===== src/rtl/divu_seq_if.sv =====
// Handshake and operand bus for the sequential unsigned divider.
// The requester drives the function code, strobe and operands; the divider returns status and results.
interface divu_seq_if #(
    parameter int WIDTH = 32
);
    logic [5:0]       signal;
    logic             start;
    logic [WIDTH-1:0] dataA;
    logic [WIDTH-1:0] dataB;
    logic             busy;
    logic             done;
    logic [WIDTH-1:0] quotient;
    logic [WIDTH-1:0] remainder;

    modport master (
        output signal, start, dataA, dataB,
        input  busy, done, quotient, remainder
    );

    modport slave (
        input  signal, start, dataA, dataB,
        output busy, done, quotient, remainder
    );
endinterface


===== src/rtl/divu_seq.sv =====
// Restoring shift-subtract unsigned divider for the DIVU function code.
// Produces one quotient bit per clock and then pulses done for one cycle.
module divu_seq #(
    parameter int         WIDTH = 32,
    parameter logic [5:0] DIVU  = 6'd27
) (
    input logic          clk,
    input logic          reset,
    divu_seq_if.slave    bus
);
    localparam int CW = $clog2(WIDTH);

    typedef enum logic [1:0] {IDLE, RUN, DONE} state_t;

    state_t           r_state;
    state_t           w_nextState;
    logic [WIDTH:0]   r_rem;
    logic [WIDTH-1:0] r_quo;
    logic [WIDTH-1:0] r_dvs;
    logic [CW-1:0]    r_cnt;
    logic [WIDTH-1:0] r_quotient;
    logic [WIDTH-1:0] r_remainder;

    logic             w_accept;
    logic             w_lastIter;
    logic [WIDTH:0]   w_shifted;
    logic [WIDTH:0]   w_diff;
    logic [WIDTH:0]   w_remNext;
    logic [WIDTH-1:0] w_quoNext;
    logic             w_busy;
    logic             w_done;

    assign w_accept   = (r_state == IDLE) && bus.start && (bus.signal == DIVU);
    assign w_lastIter = (r_cnt == CW'(WIDTH - 1));

    // A clear sign bit on the trial difference means the divisor fits, so keep it and emit a 1.
    assign w_shifted = {r_rem[WIDTH-1:0], r_quo[WIDTH-1]};
    assign w_diff    = w_shifted - {1'b0, r_dvs};
    assign w_remNext = w_diff[WIDTH] ? w_shifted : w_diff;
    assign w_quoNext = {r_quo[WIDTH-2:0], ~w_diff[WIDTH]};

    always_ff @(posedge clk or posedge reset) begin
        if (reset) begin
            r_state <= IDLE;
        end else begin
            r_state <= w_nextState;
        end
    end

    always_comb begin
        w_nextState = r_state;
        w_busy      = 1'b0;
        w_done      = 1'b0;
        unique case (r_state)
            IDLE: begin
                if (w_accept) begin
                    w_nextState = RUN;
                end
            end
            RUN: begin
                w_busy = 1'b1;
                if (w_lastIter) begin
                    w_nextState = DONE;
                end
            end
            DONE: begin
                w_done      = 1'b1;
                w_nextState = IDLE;
            end
            default: begin
                w_nextState = IDLE;
            end
        endcase
    end

    // Results are latched on the final iteration so they stay stable for the whole next division.
    always_ff @(posedge clk or posedge reset) begin
        if (reset) begin
            r_rem       <= '0;
            r_quo       <= '0;
            r_dvs       <= '0;
            r_cnt       <= '0;
            r_quotient  <= '0;
            r_remainder <= '0;
        end else if (w_accept) begin
            r_rem <= '0;
            r_quo <= bus.dataA;
            r_dvs <= bus.dataB;
            r_cnt <= '0;
        end else if (r_state == RUN) begin
            r_rem <= w_remNext;
            r_quo <= w_quoNext;
            r_cnt <= r_cnt + CW'(1);
            if (w_lastIter) begin
                r_quotient  <= w_quoNext;
                r_remainder <= w_remNext[WIDTH-1:0];
            end
        end
    end

    assign bus.busy      = w_busy;
    assign bus.done      = w_done;
    assign bus.quotient  = r_quotient;
    assign bus.remainder = r_remainder;
endmodule


===== src/flat_wrapper.sv =====
// flat-port wrapper written by rule: the top's interface ports become plain ports
module divu_seq_flat 
#(
    parameter int         WIDTH = 32,
    parameter logic [5:0] DIVU  = 6'd27
)
  (clk, reset, bus_signal, bus_start, bus_dataA, bus_dataB, bus_busy, bus_done, bus_quotient, bus_remainder);
  divu_seq_if #(.WIDTH(WIDTH)) bus_i ();
  input logic clk;
  input logic reset;
  input wire logic [$bits(bus_i.signal)-1:0] bus_signal;
  input wire logic [$bits(bus_i.start)-1:0] bus_start;
  input wire logic [$bits(bus_i.dataA)-1:0] bus_dataA;
  input wire logic [$bits(bus_i.dataB)-1:0] bus_dataB;
  output wire logic [$bits(bus_i.busy)-1:0] bus_busy;
  output wire logic [$bits(bus_i.done)-1:0] bus_done;
  output wire logic [$bits(bus_i.quotient)-1:0] bus_quotient;
  output wire logic [$bits(bus_i.remainder)-1:0] bus_remainder;
  assign bus_i.signal = bus_signal;
  assign bus_i.start = bus_start;
  assign bus_i.dataA = bus_dataA;
  assign bus_i.dataB = bus_dataB;
  assign bus_busy = bus_i.busy;
  assign bus_done = bus_i.done;
  assign bus_quotient = bus_i.quotient;
  assign bus_remainder = bus_i.remainder;
  divu_seq #(.WIDTH(WIDTH), .DIVU(DIVU)) u_core (.clk(clk), .reset(reset), .bus(bus_i));
endmodule

===== config.mk =====
export PLATFORM = sky130hd
export DESIGN_NAME = divu_seq_flat
export DESIGN_NICKNAME = d
export VERILOG_FILES = /design/src/rtl/divu_seq_if.sv /design/src/rtl/divu_seq.sv /design/src/flat_wrapper.sv
export SDC_FILE = /design/constraint.sdc
export NUM_CORES = 1
export LEC_CHECK = 0
export CAP_MARGIN = 20
export CORE_MARGIN = 2
export CORE_UTILIZATION = 58
export CTS_BUF_LIST = sky130_fd_sc_hd__clkbuf_16
export DETAILED_ROUTE_END_ITERATION = 10
export PLACE_DENSITY_LB_ADDON = 0.3
export SLEW_MARGIN = 10
export SYNTH_ARGS = -nofsm -noshare
export SYNTH_HDL_FRONTEND = slang
export SYNTH_SLANG_ARGS = --single-unit
export TNS_END_PERCENT = 30

===== constraint.sdc =====
create_clock -name clk -period 11.95 [get_ports clk]
set_input_delay 2.39 -clock clk [delete_from_list [all_inputs] [get_ports clk]]
set_output_delay 2.39 -clock clk [all_outputs]
set_load 0.05 [all_outputs]

==> results of run 1 <==
## worst reg2reg max path, delay by kind of cell (launching register included)
kind / cells / cell delay (ns)
compound gates: 2 / 0.24
simple gates: 3 / 1.58
buf+inv: 4 / 1.40
flops: 1 / 0.42
## report_power, final
group	switching (mW)	internal, mW
clock network	0.258	0.279
logic	0.472	0.343
registers	0.103	0.694
total	0.833	1.32
## kinds of logic (layout without fill, tap and decap cells)
logic type,after synthesis,count (layout),share of synthesized area
AND/OR/NAND/NOR,338,338,0.161
AO/OA/AOI/OAI,234,234,0.163
flip-flops,167,167,0.488
buffers and inverters,92,218,0.0463
multiplexers,47,47,0.0553
adder cells (fa/ha/maj),35,35,0.0520
XOR/XNOR,32,32,0.0349
## through the flow
stage	hold slack (ns)	worst slack [ns]
2_1_floorplan	0.446	5.04
3_3_place_gp	0.450	7.08
3_5_place_dp	0.456	6.96
4_1_cts	0.473	6.92
5_1_grt	0.497	6.78
6_report	0.471	6.95
## path summary, 6_finish.rpt
| path | end | startpoint | slack (ns) |
|---|---|---|---|
| worst max-delay path | bus_busy | u_core.r_state[0] | 6.95 |
| worst min-delay path | u_core.bus.quotient[14] | u_core.bus.quotient[14] | 0.47 |
| worst max register to register | u_core.bus.remainder[29] | u_core.r_state[0] | 8.20 |
| worst min register to register | u_core.bus.quotient[14] | u_core.bus.quotient[14] | 0.47 |
| max in group asynchronous | u_core.bus.quotient[6] | reset | 8.01 |
| min in group asynchronous | u_core.r_dvs[3] | reset | 2.52 |
## cells in the mapped netlist, drive strengths merged, types with 4 or more instances
cell    count
nand2     279
dfrtp     167
o21ai     107
mux2i      44
a21oi      40
clkbuf     40
inv        39
ha         34
o22ai      31
a22oi      18
xnor2      18
nor2       17
xor2       14
buf        11
nand2b      9
a21o        7
nand4       7
nand3       6
a211oi      4
a31oi       4
and2        4
o31ai       4
## layer usage
layer / wire, µm / GRT usage / vias up
met5: 0 / 0 / -
met2: 9560 / 0.419 / 224
met4: 348 / 0.0784 / 0
met3: 1170 / 0.0646 / 33
li1: - / - / 3458
met1: 8920 / 0.352 / 3363
## cell type report
| type | instances | area, µm² |
|---|---|---|
| fillers | 1087 | 3860 |
| clock inverters | 15 | 160 |
| inverters | 41 | 159 |
| clock buffers | 17 | 425 |
| repair buffers | 145 | 1450 |
| flip-flops and latches | 167 | 4180 |
| multi-input cells | 686 | 4020 |
| well taps | 184 | 230 |
## registers in the layout, indices dropped and copies added, names as in the netlist
register and count:
u_core.r_cnt 5, u_core.bus.remainder 32, u_core.r_rem 32, u_core.r_dvs 32, u_core.r_state 2, u_core.bus.quotient 32
u_core.r_quo 32
## cells in the final DEF (no fill, tap or decap), types with 3 or more instances in the layout
cell type / Yosys / routed
nor2b_1: 3 / 3
o22ai_1: 31 / 31
a22oi_1: 18 / 18
nor2_1: 17 / 17
a211oi_1: 4 / 4
a31oi_1: 4 / 4
inv_8: 0 / 4
o21ai_0: 68 / 68
xnor2_1: 18 / 18
nor3_1: 3 / 3
buf_4: 0 / 6
o31ai_1: 4 / 4
ha_1: 34 / 34
clkdlybuf4s50_1: 0 / 138
mux2_2: 3 / 3
clkbuf_16: 0 / 17
a21o_1: 7 / 7
xor2_1: 13 / 13
dfrtp_1: 167 / 167
mux2i_1: 44 / 44
nand3_1: 5 / 5
clkinv_8: 0 / 3
a21oi_1: 38 / 38
clkinv_4: 0 / 3
inv_6: 0 / 3
nand2_1: 279 / 278
o21ai_1: 36 / 36
inv_1: 39 / 38
o21bai_1: 3 / 3
nand4_1: 7 / 7
nand2b_1: 9 / 8
o21a_1: 3 / 3
clkinvlp_4: 0 / 3
and2_1: 4 / 4
and3_1: 3 / 3
==> results.yml, run 1 <==
setup_path:
  critPathCaptureType: "output pin"
  ff2ff_path_depth: 9
  critical_path_required_ns: 9.56
  worstPathArrival_ns: 2.61
  startpoint_type: "register"
  path_depth: 3
  path_buf_inv: 2
  cpPeakStageDelay_ns: 0.76
  critPathKind: "reg -> out"
  crit_family: "buffers and inverters"
  cpMaxStageDelayCell: "clkdlybuf4s50_1"
  worstPathMaxFanout: 83
  crit_chain: "nand2b_4 -> clkinv_1 -> clkdlybuf4s50_1"
clock_tree:
  cts_sinks: 167
  path_clk_slew_ns: 0.07
  hold_buffers: 0
  post_cts_buffers: 0
  cts_tree: "yes"
  cts_max_path_buffers: 2
  clock_latency_ns: 0.43
  cts_root_buf: "clkbuf_16"
  numCtsBuffers: 17
  cts_resized: 0
  htree_levels: 4
grt:
  grt_overflow_total: 0
  antenna_found_initial: 0
  grt_start_max_net_pins: 100
  grt_pass1_vias: 6881
  track_usage: 0.260
  grt_pass1_wl_um: 33500
synthesis:
  ys_async_sr_fraction: 1.00
  synth_edf_count: 0
  synthTopCellsByArea: "dfrtp_1 49%, nand2_1 12%, mux2i_1 5.1%, ha_1 5.0%, o21ai_0 4.0%"
  synth.top_cell.area_share: 0.488
  synth_seq_cells: 167
  ys.flop_type: "dfrtp_1"
  synth_largest_area_cell: "dfrtp_1"
  syn_nets: 1053
  yosys_warnings: 0
  ys_seq_area_frac: 0.488
  synth.distinct_cells: 57
  syn_avg_cell_area_um2: 9.07
  synthesis.area_mm2: 0.00857
  synthCells: 945
sta:
  setup_tns_ns: 0
  skew_ns: 0.00935
  max_freq_mhz: 200
  worst_pin_slew_ns: 0.999
  finalHoldViolCount: 0
  slew_violations: 0
  rsz0062_at_grt: "no"
  setup_viol: 0
  min_period_ns: 5.00
  finalCritPeriodShare: 0.419
  slew_headroom: 0.334
run_status:
  outcome: "completed"
die:
  die_x_um: 126
  dieHeight_um: 126
  dieArea_mm2: 0.0158
  num_rows: 44
  start_util: 0.592
  pin_count: 139
  core-area_mm2: 0.0145
placed_design:
  dp_hpwl_um: 13100
  placed_cell_area_mm2: 0.0100
  placed_cells: 1222
  io_buffers: 138
  gp_congestion: 0.928
min_path:
  hold_class: "reg -> reg"
  worst_hold_path.num_cells: 2
pwr:
  ir_drop_mv: 0.126
  power_mw: 2.15
  p_per_area_mw_per_mm2: 202
  leakage_nw: 4.98
run:
  maxCapViolCount: 0
routing:
  wl_per_cell_um: 15.9
  drc: 0
  drt_iter0_drc: 522
  first_pass_iters: 6
  routed_wl_um: 20000
  vias_per_cell: 5.64
  ant_nets: 0
  num_vias: 7078
final_layout:
  final_cell_area_mm2: 0.0106
  diodes: 0
  final_core_util: 0.734
  syn_to_final_growth_pct: 24.0
  drive_gt1_frac: 0.0504
  nets: 1166
  stdcell_count: 1255
(Power assumes the default switching activity.)
==> inputs of run 2 (changes only) <==
--- a/config.mk
+++ b/config.mk
@@ -7,7 +7,7 @@
 export LEC_CHECK = 0
 export CAP_MARGIN = 20
 export CORE_MARGIN = 2
-export CORE_UTILIZATION = 58
+export CORE_UTILIZATION = 54
 export CTS_BUF_LIST = sky130_fd_sc_hd__clkbuf_16
 export DETAILED_ROUTE_END_ITERATION = 10
 export PLACE_DENSITY_LB_ADDON = 0.3
==> constraint.sdc (replaced) <==
create_clock -name clk -period 5.06 [get_ports clk]
set_input_delay 1.012 -clock clk [delete_from_list [all_inputs] [get_ports clk]]
set_output_delay 1.012 -clock clk [all_outputs]
set_load 0.05 [all_outputs]
==> results.yml, run 2 (synthesis gave the netlist of run 1 again) <==
final_layout:
  syn_to_final_growth_pct: 25.2
  final_cell_mix: "278 x nand2_1, 167 x dfrtp_1, 138 x clkdlybuf4s50_1, 68 x o21ai_0, 44 x mux2i_1"
  final_common_cell: "nand2_1"
  stdcell_count: 1291
  fill_cells: 1249
  drive_gt1_frac: 0.0530
  diodes: 0
  nets: 1170
placed_design:
  dp_hpwl_um: 13500
  io_buffers: 138
  gp_congestion: 0.868
  placed_cells: 1257
sta:
  slew_headroom: 0.325
  finalHoldViolCount: 0
  min_period_ns: 3.41
  skew_ns: 0.00835
  timing.hold.ws_ns: 0.471
  setup_tns_ns: 0
  setup_viol: 0
  worst_pin_slew_ns: 1.01
  max_freq_mhz: 293
  rsz0062_at_grt: "no"
  finalCritPeriodShare: 0.675
  slew_violations: 0
setup_path:
  critPathCaptureType: "register"
  worstPathMaxFanout: 14
  startpoint_type: "register"
  critical_path_required_ns: 5.41
  worstPathArrival_ns: 3.76
  critPathKind: "reg -> reg"
routing:
  ant_nets: 0
  num_vias: 7109
  routed_wl_um: 20500
  vias_per_cell: 5.51
  drt_iter0_drc: 503
  drc: 0
  wl_per_cell_um: 15.9
  first_pass_iters: 5
die:
  core-area_mm2: 0.0157
  dieArea_mm2: 0.0169
  num_rows: 46
  pin_count: 139
  dieHeight_um: 130
  start_util: 0.545
  die_x_um: 130
grt:
  grt_pass1_vias: 6830
  grt_overflow_total: 0
  track_usage: 0.252
  grt_start_max_net_pins: 149
  busiest_layer: "met2"
  grtUsageMet3: 0.0541
  grt_pass1_wl_um: 33500
  antenna_found_initial: 0
  use_met1: 0.359
  use_met2: 0.387
clock_tree:
  numCtsBuffers: 17
  hold_buffers: 0
  cts_max_path_buffers: 2
  htree_levels: 4
  path_clk_slew_ns: 0.07
  cts_root_buf: "clkbuf_16"
  post_cts_buffers: 0
  cts_tree: "yes"
  cts_sinks: 167
  cts_resized: 0
  clock_latency_ns: 0.44
min_path:
  hold_class: "reg -> reg"
run:
  maxCapViolCount: 0
pwr:
  leakage_nw: 5.00
  p_per_area_mw_per_mm2: 475
  power_mw: 5.09
  ir_drop_mv: 0.299
run_status:
  outcome: "completed"
==> run 2: cell count changes in the layout (fill, tap and decap cells not counted) <==
cell and change:
clkinv_8 -3, clkinv_1 +1, bufinv_16 +1, buf_12 +4
inv_8 -2, clkinvlp_4 +2, clkinv_2 +1
==> run 2: critical path, cell delays in order, from the launching register on <==
cell and delay (ns):
dfrtp_1 0.39, ha_1 0.23, fa_1 0.41, nand2b_1 0.20, a21oi_2 0.20, o21ai_2 0.11, a21oi_4 0.14, o21ai_2 0.14
o21ai_4 0.20, xor2_4 0.41, buf_4 0.36, mux2_2 0.40, o22ai_1 0.14
==> run 2: final cells by class <==
type | instances | area [µm²] | area share
flip-flops and latches | 167 | 4180 | 0.390
multi-input cells | 686 | 4020 | 0.374
repair buffers | 149 | 1530 | 0.143
clock buffers | 17 | 425 | 0.0397
well taps | 216 | 270 | 0.0252
inverters | 41 | 158 | 0.0147
clock inverters | 15 | 144 | 0.0134
==> run 2: metrics by stage <==
step                      worst slack (ns)  instance area, µm²   util
final                                 1.65               10700  0.683
after global routing                  1.41               10700  0.683
after CTS                             1.64               10700  0.680
after detailed placement              1.67               10100  0.643
after global placement                1.79               10100  0.643
after floorplan                       1.92                8570      -
==> run 2: routing by layer <==
metal | routed length, µm | vias to the layer above
met3 | 932 | 28
met1 | 9740 | 3435
li1 | - | 3454
met2 | 9480 | 192
met4 | 338 | 0
met5 | 0 | -
==> run 2: where the power goes <==
part / internal, mW / switching, mW
Sequential: 1.64 / 0.246
Combinational: 0.821 / 1.13
Clock: 0.687 / 0.569
==> run 2: final timing paths <==
| path | cells past startpoint | slack (ns) | to | from |
|---|---|---|---|---|
| max | 12 | 1.65 | u_core.r_rem[1] | u_core.r_dvs[0] |
| min | 2 | 0.47 | u_core.bus.quotient[8] | u_core.bus.quotient[8] |
| max reg2reg | 12 | 1.65 | u_core.r_rem[1] | u_core.r_dvs[0] |
| min reg2reg | 2 | 0.47 | u_core.bus.quotient[8] | u_core.bus.quotient[8] |
| max in group asynchronous | 3 | 3.62 | u_core.r_dvs[27] | reset |
| min in group asynchronous | 2 | 0.85 | u_core.bus.remainder[3] | reset |
==> inputs of run 3 (changes only) <==
==> constraint.sdc (replaced) <==
create_clock -name clk -period 3.4 [get_ports clk]
set_input_delay 0.68 -clock clk [delete_from_list [all_inputs] [get_ports clk]]
set_output_delay 0.68 -clock clk [all_outputs]
set_load 0.05 [all_outputs]
==> results.yml, run 3 (synthesis gave the netlist of run 1 again) <==
final_layout:
  drive_gt1_frac: 0.0565
  stdcell_count: 1295
  final_cell_mix: "278 x nand2_1, 167 x dfrtp_1, 137 x clkdlybuf4s50_1, 68 x o21ai_0, 44 x mux2i_1"
  nets: 1174
  syn_to_final_growth_pct: 25.4
  final_cell_area_mm2: 0.0107
  final_core_util: 0.684
  fill_cells: 1266
  final_common_cell: "nand2_1"
  diodes: 0
pwr:
  p_per_area_mw_per_mm2: 710
  ir_drop_mv: 0.450
  p_clk_frac: 0.248
  power.share.switching: 0.382
  p_int_mw: 4.72
  seq_power_share: 0.367
  switching_power_mw: 2.91
  combinationalPowerShare: 0.385
  leakage_nw: 5.02
routing:
  wl_per_cell_um: 15.8
  drt_iter0_drc: 542
  vias_per_cell: 5.46
  num_vias: 7074
  drc: 0
  first_pass_iters: 5
  routed_wl_um: 20500
  ant_nets: 0
clock_tree:
  path_clk_slew_ns: 0.07
  cts_root_buf: "clkbuf_16"
  cts_sinks: 167
  numCtsBuffers: 17
  htree_levels: 4
  cts_resized: 0
  cts_max_path_buffers: 2
  post_cts_buffers: 0
  cts_tree: "yes"
  clock_latency_ns: 0.43
  hold_buffers: 0
setup_path:
  worstPathMaxFanout: 26
  critical_path_required_ns: 3.75
  worstPathArrival_ns: 3.39
  startpoint_type: "register"
  critPathKind: "reg -> reg"
  critPathCaptureType: "register"
sta:
  setup_tns_ns: 0
  finalCritPeriodShare: 0.895
  max_freq_mhz: 328
  setup_viol: 0
  rsz0062_at_grt: "no"
  worst_pin_slew_ns: 0.945
  finalHoldViolCount: 0
  finalWorstSetupSlack_ns: 0.355
  slew_headroom: 0.370
  min_period_ns: 3.04
  slew_violations: 0
  skew_ns: 0.00941
grt:
  grt_pass1_vias: 6857
  grt_pass1_wl_um: 33700
  grt_overflow_total: 0
  track_usage: 0.252
  antenna_found_initial: 0
  grt_start_max_net_pins: 86
die:
  core-area_mm2: 0.0157
  dieHeight_um: 130
  num_rows: 46
  start_util: 0.545
  pin_count: 139
  die_x_um: 130
  dieArea_mm2: 0.0169
run:
  maxCapViolCount: 0
min_path:
  hold_class: "reg -> reg"
placed_design:
  dp_hpwl_um: 13800
  placed_cell_area_mm2: 0.0102
  placed_cells: 1263
  gp_congestion: 0.886
  dp_slack_ns: 0.389
  io_buffers: 138
run_status:
  outcome: "completed"
-- run 3: metrics by stage --
step | hold WS (ns) | power [mW]
4_1_cts | 0.474 | 7.63
3_5_place_dp | 0.459 | 5.70
3_3_place_gp | 0.450 | 5.63
5_1_grt | 0.500 | 8.16
2_1_floorplan | 0.446 | 5.04
6_report | 0.470 | 7.63
-- run 3: final cells by class --
cell class                      count  area (µm²)  share of cell area
Clock buffer                       17         425              0.0396
Clock inverter                     15         146              0.0136
Inverter                           41         158              0.0147
Multi-Input combinational cell    686        4020               0.374
Sequential cell                   167        4180               0.389
Tap cell                          216         270              0.0251
Timing Repair Buffer              153        1550               0.145
-- run 3: worst paths after layout --
path,from,endpoint,slack (ns),cells past startpoint
worst max-delay path,u_core.r_quo[31],u_core.r_rem[1],0.36,13
worst max register to register,u_core.r_quo[31],u_core.r_rem[1],0.36,13
worst min-delay path,u_core.bus.quotient[18],u_core.bus.quotient[18],0.47,2
max in group asynchronous,reset,u_core.r_dvs[24],1.96,3
min in group asynchronous,reset,u_core.r_rem[6],0.70,2
worst min register to register,u_core.bus.quotient[18],u_core.bus.quotient[18],0.47,2
-- run 3: power by group through the flow --
stage | Sequential, mW | Clock (mW) | Combinational (mW)
after floorplan | 2.71 | 0 | 2.33
after global placement | 2.81 | 0 | 2.82
after detailed placement | 2.82 | 0 | 2.88
after CTS | 2.79 | 1.91 | 2.92
after global routing | 2.86 | 2.00 | 3.30
final | 2.80 | 1.89 | 2.94
-- run 3: critical path, cell delays in order (launching register included) --
cell      delay [ns]
dfrtp_1         0.35
inv_1           0.06
ha_1            0.20
fa_1            0.39
nand2b_1        0.19
a21oi_2         0.19
o21ai_2         0.11
a21oi_4         0.15
o21ai_2         0.14
o21ai_4         0.20
xor2_4          0.19
buf_12          0.23
mux2_2          0.38
o22ai_1         0.15
-- run 3: layer usage --
layer | share of wire | vias to the layer above | global-route usage
li1 | - | 3475 | -
met4 | 0.027 | 0 | 0.103
met5 | 0 | - | 0
met2 | 0.46 | 223 | 0.381
met3 | 0.053 | 40 | 0.0467
met1 | 0.46 | 3336 | 0.361
